## config.mk

```make
export PLATFORM = sky130hd
export DESIGN_NAME = supply_ledger
export DESIGN_NICKNAME = d
export VERILOG_FILES = /design/src/rtl/supply_pkg.sv /design/src/rtl/supply_player.sv /design/src/rtl/supply_ledger.sv
export SDC_FILE = /design/constraint.sdc
export NUM_CORES = 1
export LEC_CHECK = 0
export BUFFER_PORTS_ARGS = -buffer_cell sky130_fd_sc_hd__buf_2
export CAP_MARGIN = 20
export CORE_ASPECT_RATIO = 1.5
export CORE_MARGIN = 2
export CORE_UTILIZATION = 30
export DETAILED_ROUTE_END_ITERATION = 8
export PLACE_DENSITY_LB_ADDON = 0.15
export SLEW_MARGIN = 25
export SYNTH_ARGS = -nofsm -noshare
export SYNTH_HDL_FRONTEND = slang
export SYNTH_SLANG_ARGS = --single-unit
```

## constraint.sdc

```tcl
create_clock -name Clk -period 8.6 [get_ports Clk]
set_input_delay 2.15 -clock Clk [delete_from_list [all_inputs] [get_ports Clk]]
set_output_delay 2.15 -clock Clk [all_outputs]
set_load 0.02 [all_outputs]
```

## src/rtl/supply_pkg.sv

```systemverilog
// Shared types, parameter defaults and saturation helper for the supply ledger.
package supply_pkg;

  typedef enum logic [1:0] {
    READY,
    COOLDOWN,
    DEAD
  } player_state_e;

  localparam int unsigned AMMO_INIT_DEF     = 30;
  localparam int unsigned AMMO_MAX_DEF      = 99;
  localparam int unsigned AMMO_PER_BOX_DEF  = 10;
  localparam int unsigned HP_MAX_DEF        = 100;
  localparam int unsigned HP_PER_BOX_DEF    = 20;
  localparam int unsigned DMG_DEF           = 10;
  localparam int unsigned FIRE_COOLDOWN_DEF = 8;

  // Saturate a signed intermediate into [0, hi].
  function automatic logic [6:0] clamp(input logic signed [10:0] v, input logic [6:0] hi);
    if (v < 11'sd0) begin
      return '0;
    end else if (v > $signed({4'b0000, hi})) begin
      return hi;
    end else begin
      return v[6:0];
    end
  endfunction

endpackage

```

## src/rtl/supply_player.sv

```systemverilog
// One player's fire/cooldown/death FSM with its ammo and health registers.
module supply_player
  import supply_pkg::*;
#(
  parameter int unsigned AMMO_INIT     = AMMO_INIT_DEF,
  parameter int unsigned AMMO_MAX      = AMMO_MAX_DEF,
  parameter int unsigned AMMO_PER_BOX  = AMMO_PER_BOX_DEF,
  parameter int unsigned HP_MAX        = HP_MAX_DEF,
  parameter int unsigned HP_PER_BOX    = HP_PER_BOX_DEF,
  parameter int unsigned DMG           = DMG_DEF,
  parameter int unsigned FIRE_COOLDOWN = FIRE_COOLDOWN_DEF
) (
  input  logic       clk,
  input  logic       reset,
  input  logic       tick,
  input  logic       fire_req,
  input  logic       hit,
  input  logic       heal,
  input  logic [3:0] add_n,
  output logic       fire_ack,
  output logic [6:0] ammo,
  output logic [6:0] hp,
  output logic       dead
);

  localparam logic [10:0] AMMO_STEP = 11'(AMMO_PER_BOX);
  localparam logic [10:0] HP_STEP   = 11'(HP_PER_BOX);
  localparam logic [10:0] DMG_STEP  = 11'(DMG);
  localparam logic [6:0]  AMMO_TOP  = 7'(AMMO_MAX);
  localparam logic [6:0]  HP_TOP    = 7'(HP_MAX);

  player_state_e state, state_next;
  logic [7:0] cd, cd_next;
  logic [6:0] ammo_next, hp_next;
  logic       ack_next;
  logic       grant;
  logic signed [10:0] ammo_sum, ammo_keep, hp_sum;

  always_ff @(posedge clk) begin
    if (reset) begin
      state    <= READY;
      cd       <= '0;
      ammo     <= 7'(AMMO_INIT);
      hp       <= HP_TOP;
      fire_ack <= 1'b0;
      dead     <= 1'b0;
    end else begin
      state    <= state_next;
      cd       <= cd_next;
      ammo     <= ammo_next;
      hp       <= hp_next;
      fire_ack <= ack_next;
      dead     <= (state_next == DEAD);
    end
  end

  always_comb begin
    state_next = state;
    cd_next    = cd;
    ammo_next  = ammo;
    hp_next    = hp;
    ack_next   = 1'b0;

    // Grant is judged on the current ammo, before any same-cycle pickup.
    grant     = (state == READY) && fire_req && (ammo != '0);
    ammo_sum  = 11'(ammo) - 11'(grant) + 11'(add_n) * AMMO_STEP;
    ammo_keep = 11'(ammo) + 11'(add_n) * AMMO_STEP;
    hp_sum    = 11'(hp) - (hit ? DMG_STEP : 11'd0) + 11'(add_n) * HP_STEP + 11'(heal);

    if (state != DEAD) begin
      if (hp_sum <= 11'sd0) begin
        // Death wins over a same-cycle grant: no ack and no round spent.
        state_next = DEAD;
        cd_next    = '0;
        hp_next    = '0;
        ammo_next  = clamp(ammo_keep, AMMO_TOP);
      end else begin
        hp_next   = clamp(hp_sum, HP_TOP);
        ammo_next = clamp(ammo_sum, AMMO_TOP);
        if (state == READY) begin
          if (grant) begin
            ack_next   = 1'b1;
            cd_next    = 8'(FIRE_COOLDOWN);
            state_next = COOLDOWN;
          end
        end else if (tick) begin
          if (cd <= 8'd1) begin
            cd_next    = '0;
            state_next = READY;
          end else begin
            cd_next = cd - 8'd1;
          end
        end
      end
    end
  end

endmodule

```

## src/rtl/supply_ledger.sv

```systemverilog
// Two-player ammo/health ledger fed by red-box pickups, fire requests and hits.
// Optional SUPPLY_AUTOHEAL_EN adds +1 HP every 64 frame ticks to living players.
module supply_ledger
  import supply_pkg::*;
#(
  parameter int unsigned AMMO_INIT     = AMMO_INIT_DEF,
  parameter int unsigned AMMO_MAX      = AMMO_MAX_DEF,
  parameter int unsigned AMMO_PER_BOX  = AMMO_PER_BOX_DEF,
  parameter int unsigned HP_MAX        = HP_MAX_DEF,
  parameter int unsigned HP_PER_BOX    = HP_PER_BOX_DEF,
  parameter int unsigned DMG           = DMG_DEF,
  parameter int unsigned FIRE_COOLDOWN = FIRE_COOLDOWN_DEF
) (
  input  logic            Clk,
  input  logic            Reset,
  input  logic            frame_clk,
  input  logic [9:0]      Replenish,
  input  logic [9:0]      Replenish_Player,
  input  logic [1:0]      Fire_Req,
  input  logic [1:0]      Hit,
  output logic [1:0]      Fire_Ack,
  output logic [1:0][6:0] Ammo,
  output logic [1:0][6:0] HP,
  output logic [1:0]      Dead
);

  logic            frame_prev;
  logic [9:0]      rep_prev;
  logic [1:0]      hit_prev;
  logic [9:0]      rise;
  logic [1:0][3:0] add_n, add_q;
  logic            tick_q;
  logic [1:0]      hit_q, fire_q;
  logic            heal;

  assign rise = Replenish & ~rep_prev;

  always_comb begin
    add_n = '0;
    for (int unsigned i = 0; i < 10; i++) begin
      if (rise[i]) begin
        add_n[Replenish_Player[i]] = add_n[Replenish_Player[i]] + 4'd1;
      end
    end
  end

  // Fire_Req is staged with the edge pulses so all inputs share the same latency.
  always_ff @(posedge Clk) begin
    frame_prev <= frame_clk;
    rep_prev   <= Replenish;
    hit_prev   <= Hit;
    if (Reset) begin
      tick_q <= 1'b0;
      hit_q  <= '0;
      fire_q <= '0;
      add_q  <= '0;
    end else begin
      tick_q <= frame_clk & ~frame_prev;
      hit_q  <= Hit & ~hit_prev;
      fire_q <= Fire_Req;
      add_q  <= add_n;
    end
  end

`ifdef SUPPLY_AUTOHEAL_EN
  logic [5:0] heal_cnt;

  always_ff @(posedge Clk) begin
    if (Reset) begin
      heal_cnt <= '0;
    end else if (tick_q) begin
      heal_cnt <= heal_cnt + 6'd1;
    end
  end

  assign heal = tick_q && (heal_cnt == '1);
`else
  assign heal = 1'b0;
`endif

  supply_player #(
    .AMMO_INIT    (AMMO_INIT),
    .AMMO_MAX     (AMMO_MAX),
    .AMMO_PER_BOX (AMMO_PER_BOX),
    .HP_MAX       (HP_MAX),
    .HP_PER_BOX   (HP_PER_BOX),
    .DMG          (DMG),
    .FIRE_COOLDOWN(FIRE_COOLDOWN)
  ) u_player0 (
    .clk     (Clk),
    .reset   (Reset),
    .tick    (tick_q),
    .fire_req(fire_q[0]),
    .hit     (hit_q[0]),
    .heal    (heal),
    .add_n   (add_q[0]),
    .fire_ack(Fire_Ack[0]),
    .ammo    (Ammo[0]),
    .hp      (HP[0]),
    .dead    (Dead[0])
  );

  supply_player #(
    .AMMO_INIT    (AMMO_INIT),
    .AMMO_MAX     (AMMO_MAX),
    .AMMO_PER_BOX (AMMO_PER_BOX),
    .HP_MAX       (HP_MAX),
    .HP_PER_BOX   (HP_PER_BOX),
    .DMG          (DMG),
    .FIRE_COOLDOWN(FIRE_COOLDOWN)
  ) u_player1 (
    .clk     (Clk),
    .reset   (Reset),
    .tick    (tick_q),
    .fire_req(fire_q[1]),
    .hit     (hit_q[1]),
    .heal    (heal),
    .add_n   (add_q[1]),
    .fire_ack(Fire_Ack[1]),
    .ammo    (Ammo[1]),
    .hp      (HP[1]),
    .dead    (Dead[1])
  );

endmodule
```

==> results.cfg, run 1 <==
[drt]
wl_um = 20300
wl_per_cell_um = 15.4
num_vias = 6664
dr.pass1.iters = 4
antenna_left = 0
vias_per_cell = 5.07
drc = 0
drtIter0Drc = 200

[synthesis]
syn-cell-area_mm2 = 0.00757
synthArstFlopShare_pct = 0
ys_warn_count = 0
yosysSeqAreaShare_pct = 20.1
synth_cell_types = 79
synth_edf_count = 0
syn_avg_cell_area_um2 = 8.05
synthCells = 941
ys_ff_latch = 76
ys.flop_type = dfxtp_1

[sta]
max_freq_mhz = 126
tightest_slew_ns = 1.04
relSlewSlack_pct = 30.1
skew_ns = 0.00893
slew_viol_final = 0
finalSetupViolCount = 0
rsz0062_at_grt = false
period_share_pct = 92.0
hold_viol_final = 0
period_minus_slack_ns = 7.91
tns_ns = 0

[grt]
grt_overflow_total = 0
grt_usage_pct = 15.7
antenna_found_initial = 0
grt_pass1_vias = 6602
grt_pass1_wl_um = 33300
grt_max_degree = 58

[outcome]
status = finished, final reports clean

[clock_tree]
hold_buffers = 0
clock_path_buffers = 2
clk_latency_ns = 0.34
clock_sinks = 76
ctsResizeCount = 0
cts_made_buffers = 9
post_cts_buffers = 0
cts_tree = done
path_clk_slew_ns = 0.07
cts_root_buf = clkbuf_16
htree_levels = 3

[finish]
ff_latch_area_mm2 = 0.00152
layout-drive-gt1-share_pct = 10.1
final_area_mm2 = 0.00846
syn_to_final_growth_pct = 11.8
multi_input_area_mm2 = 0.00556
final_common_cell = inv_1
final_cell_mix = inv_1 (91), ha_1 (78), nor2_1 (76), dfxtp_1 (76), a21oi_1 (73)
fin_nets = 1096
fillers = 2655
antenna_cells = 0

[power]
p_int_mw = 1.42
seq_power_share_pct = 20.6
comb_power_share_pct = 62.5
p_leak_nw = 3.76
ir_worst_vdd_v = 0.000107
sw_frac_of_total_pct = 46.5
clkPwrFrac_pct = 16.9
power_density_mw_per_mm2 = 313
power_switching_mw = 1.23

[flow_run]
drv_cap = 0

[place]
routabilityCongestion = 0.822
dp_hpwl_um = 16400
placedInstanceArea_mm2 = 0.00813
port_buffers = 56

[floorplanning]
die-area_mm2 = 0.0266
coreArea_mm2 = 0.0250
die_x_um = 134
die_h_um = 199
io-pin-count = 59
start_util_pct = 30.3
rows = 71

[critical_path]
crit_required_ns = 8.81
path_class = primary input to flip-flop
cp-start-kind = primary input
max_stage_delay_ns = 0.46
worstPathMaxFanout = 8
arrival_ns = 8.12
cp-end-kind = flip-flop
cp_slowest_cell = a311oi_1
path_common_cell = ha_1

[hold_path]
holdCritPathClass = flip-flop to flip-flop
==> cell usage after synthesis, drive strengths merged, types with 5 or more instances <==
cell / count / area (µm²)
and3b: 9 / 78.8
xnor3: 5 / 115
inv: 91 / 342
mux2i: 9 / 90.1
dfxtp: 76 / 1520
a31oi: 10 / 62.6
nor4: 8 / 65.1
ha: 78 / 976
nand3b: 10 / 75.1
fa: 10 / 200
xnor2: 62 / 596
and2: 11 / 68.8
nand4: 11 / 68.8
clkbuf: 11 / 41.3
o21ai: 26 / 134
nor2: 76 / 285
nand3: 19 / 95.1
xor2: 34 / 298
o31ai: 6 / 50.1
a21oi: 73 / 365
o21bai: 14 / 105
nor2b: 10 / 62.6
o22ai: 6 / 37.5
nand2b: 15 / 93.8
o211ai: 8 / 60.1
a211o: 6 / 52.6
o21a: 7 / 52.6
nand2: 71 / 267
a211oi: 5 / 37.5
or3: 8 / 50.1
a22o: 6 / 52.6
nor3b: 13 / 118
nor3: 27 / 135
buf: 20 / 118
a21o: 14 / 105
nor4b: 5 / 50.0
==> cell type report <==
class,instances,area share (%)
Inverter,91,4.04
Multi-Input combinational cell,744,65.6
Tap cell,328,4.85
Clock buffer,11,2.75
Clock inverter,5,1.18
Timing Repair Buffer,59,3.58
Sequential cell,76,18.0
==> power by group through the flow <==
stage	combinational (mW)	clock, mW	sequential, mW
after floorplan	1.26	0	0.571
after global placement	1.67	0	0.556
final	1.65	0.447	0.546
after detailed placement	1.66	0	0.554
after CTS	1.68	0.462	0.546
after global routing	1.88	0.476	0.559
==> state kept, by name, indices dropped and copies added, names as in the netlist <==
register / count
u_player0.ammo: 7
fire_q: 2
u_player0.state: 2
frame_prev: 1
hit_q: 2
u_player1.ammo: 7
u_player1.fire_ack: 1
u_player1.cd: 8
u_player1.state: 2
u_player1.hp: 6
u_player1.dead: 1
u_player0.hp: 6
tick_q: 1
u_player0.cd: 8
u_player0.dead: 1
hit_prev: 2
add_q: 8
u_player0.fire_ack: 1
rep_prev: 10
==> metrics by stage <==
step | worst slack (ns) | hold slack, ns | utilization (%) | power (mW) | instances
floorplan | 1.09 | 0.373 | - | 1.83 | 942
global placement | 0.453 | 0.381 | 32.6 | 2.22 | 1298
detailed placement | 0.322 | 0.380 | 32.6 | 2.22 | 1298
CTS | 0.678 | 0.391 | 33.9 | 2.68 | 1314
global route | 0.0721 | 0.414 | 33.9 | 2.92 | 1314
finish | 0.689 | 0.388 | 33.9 | 2.65 | 1314
==> cells by family after synthesis <==
| logic type | Yosys count | share of synthesized area, % |
|---|---|---|
| AND/OR/NAND/NOR | 316 | 22.5 |
| AO/OA/AOI/OAI | 223 | 19.6 |
| buffers and inverters | 122 | 6.61 |
| XOR/XNOR | 103 | 13.9 |
| adder cells (fa/ha/maj) | 88 | 15.5 |
| flip-flops | 76 | 20.1 |
| multiplexers | 12 | 1.64 |
| other | 1 | 0.0495 |
==> metal layers <==
layer	global-route usage (%)	share of wire, %
met4	6.15	2.7
met1	17.4	41
met3	1.76	2.6
met5	0	0
met2	30.2	54
==> path summary, 6_finish.rpt <==
path / start / to / slack, ns / cells past startpoint
min reg2reg: frame_prev / tick_q / 0.39 / 1
max: Replenish_Player[0] / add_q[5] / 0.69 / 31
max reg2reg: rep_prev[0] / add_q[5] / 2.26 / 30
min: frame_prev / tick_q / 0.39 / 1
==> critical path: cells and delay by family <==
kind	cells	cell delay (ns)
buffers and inverters	2	0.18
adders and majority gates	6	1.88
and+or+nand+nor	8	0.85
AOI/OAI and AO/OA	8	1.67
xor gates and xnor gates	4	0.86
muxes	3	0.53
Power figures use the tool's default switching activity.
==> inputs of run 2 (changes only) <==
CORE_MARGIN = 1.5   (was 2)
PLACE_DENSITY = 0.43   (was not set)
PLACE_DENSITY_LB_ADDON = not set   (was 0.15)
RECOVER_POWER = 50   (was not set)
==> results.cfg, run 2 (synthesized netlist as in run 1, its figures left out) <==
[critical_path]
max_stage_delay_ns = 0.43
crit_required_ns = 8.86
path_class = primary input to flip-flop
path_common_cell = ha_1
cp_slowest_cell = a311oi_1
cp-start-kind = primary input
worstPathMaxFanout = 8
cp-end-kind = flip-flop
arrival_ns = 8.19

[sta]
rsz0062_at_grt = false
slew_viol_final = 0
skew_ns = 0.00841
tns_ns = 0
period_minus_slack_ns = 7.93
period_share_pct = 92.2
hold_viol_final = 0
tightest_slew_ns = 0.981
relSlewSlack_pct = 34.5
holdWs_ns = 0.387
finalSetupViolCount = 0
max_freq_mhz = 126
setup_ws_ns = 0.671

[clock_tree]
path_clk_slew_ns = 0.06
cts_tree = done
htree_levels = 3
ctsResizeCount = 0
clock_path_buffers = 2
clk_latency_ns = 0.35
clock_sinks = 76
cts_made_buffers = 9
cts_root_buf = clkbuf_16
post_cts_buffers = 0
hold_buffers = 0

[place]
dp_hpwl_um = 16700
place_inst = 1298
dp_slack_ns = 0.316
routabilityCongestion = 0.820
port_buffers = 56

[finish]
antenna_cells = 0
fillers = 2659
fin_nets = 1096
syn_to_final_growth_pct = 10.8
final_cell_mix = inv_1 (91), ha_1 (78), nor2_1 (76), dfxtp_1 (76), a21oi_1 (73)
instances_no_fill = 1314
final_common_cell = inv_1
layout-drive-gt1-share_pct = 6.09
largest_register = rep_prev
largest_reg_flops = 10

[power]
ir_worst_vdd_v = 0.000109
power_density_mw_per_mm2 = 310
power.total_mw = 2.60
p_leak_nw = 3.63

[drt]
wl_um = 20700
drtIter0Drc = 234
dr.pass1.iters = 4
antenna_left = 0
drc = 0
num_vias = 6583
vias_per_cell = 5.01
wl_per_cell_um = 15.7

[grt]
grt_pass1_wl_um = 34300
grt_usage_pct = 16.6
grt_max_degree = 58
grt_overflow_total = 0
grt_pass1_vias = 6743
antenna_found_initial = 0

[flow_run]
drv_cap = 0

[floorplanning]
io-pin-count = 59
coreArea_mm2 = 0.0250
die-area_mm2 = 0.0262
start_util_pct = 30.3
die_x_um = 133
rows = 71
die_h_um = 198

[outcome]
status = finished, final reports clean

[hold_path]
holdCritPathClass = flip-flop to flip-flop
run 2: changes by cell type in the layout (fill, tap and decap cells not counted), sizes merged:
cell      delta
buf         -39
bufinv       -1
clkbuf      +38
clkinvlp     +2
run 2: worst paths after layout:
path	endpoint	slack, ns	cells past startpoint	start
min	tick_q	0.39	1	frame_prev
min reg2reg	tick_q	0.39	1	frame_prev
max	add_q[1]	0.67	29	Replenish_Player[0]
max reg2reg	add_q[1]	2.24	28	rep_prev[0]
run 2: power breakdown:
group | leakage, nW | internal (mW) | switching [mW]
clock | 0.149 | 0.254 | 0.166
sequential | 0.628 | 0.442 | 0.106
combinational | 2.85 | 0.677 | 0.953
run 2: area by class of cell:
class                           count  area, µm²  area share [%]
Inverter                           91        342            4.07
Clock inverter                      6       88.8            1.06
Timing Repair Buffer               59        254            3.03
Tap cell                          328        410            4.89
Clock buffer                       10        229            2.73
Sequential cell                    76       1520            18.1
Multi-Input combinational cell    744       5550            66.1
run 2: metrics by stage:
| stage | util (%) | area (µm²) |
|---|---|---|
| finish | 33.6 | 8390 |
| global route | 33.6 | 8390 |
| CTS | 33.8 | 8450 |
| detailed placement | 32.6 | 8130 |
| global placement | 32.6 | 8130 |
| floorplan | - | 7580 |
run 2: metal layers:
layer	vias to the layer above	share of wire [%]	GRT usage, %
met5	-	0	0
met4	0	2.9	7.00
li1	3414	-	-
met2	89	54	32.5
met3	32	2.1	1.95
met1	3048	41	17.7
run 2: worst max-delay path, delay by kind of cell:
family                   cells  cell delay [ns]
AO/OA/AOI/OAI                9             1.68
XOR/XNOR                     2             0.60
AND/OR/NAND/NOR              7             1.24
buffers and inverters        2             0.17
multiplexers                 4             0.74
adder cells (fa/ha/maj)      5             1.60
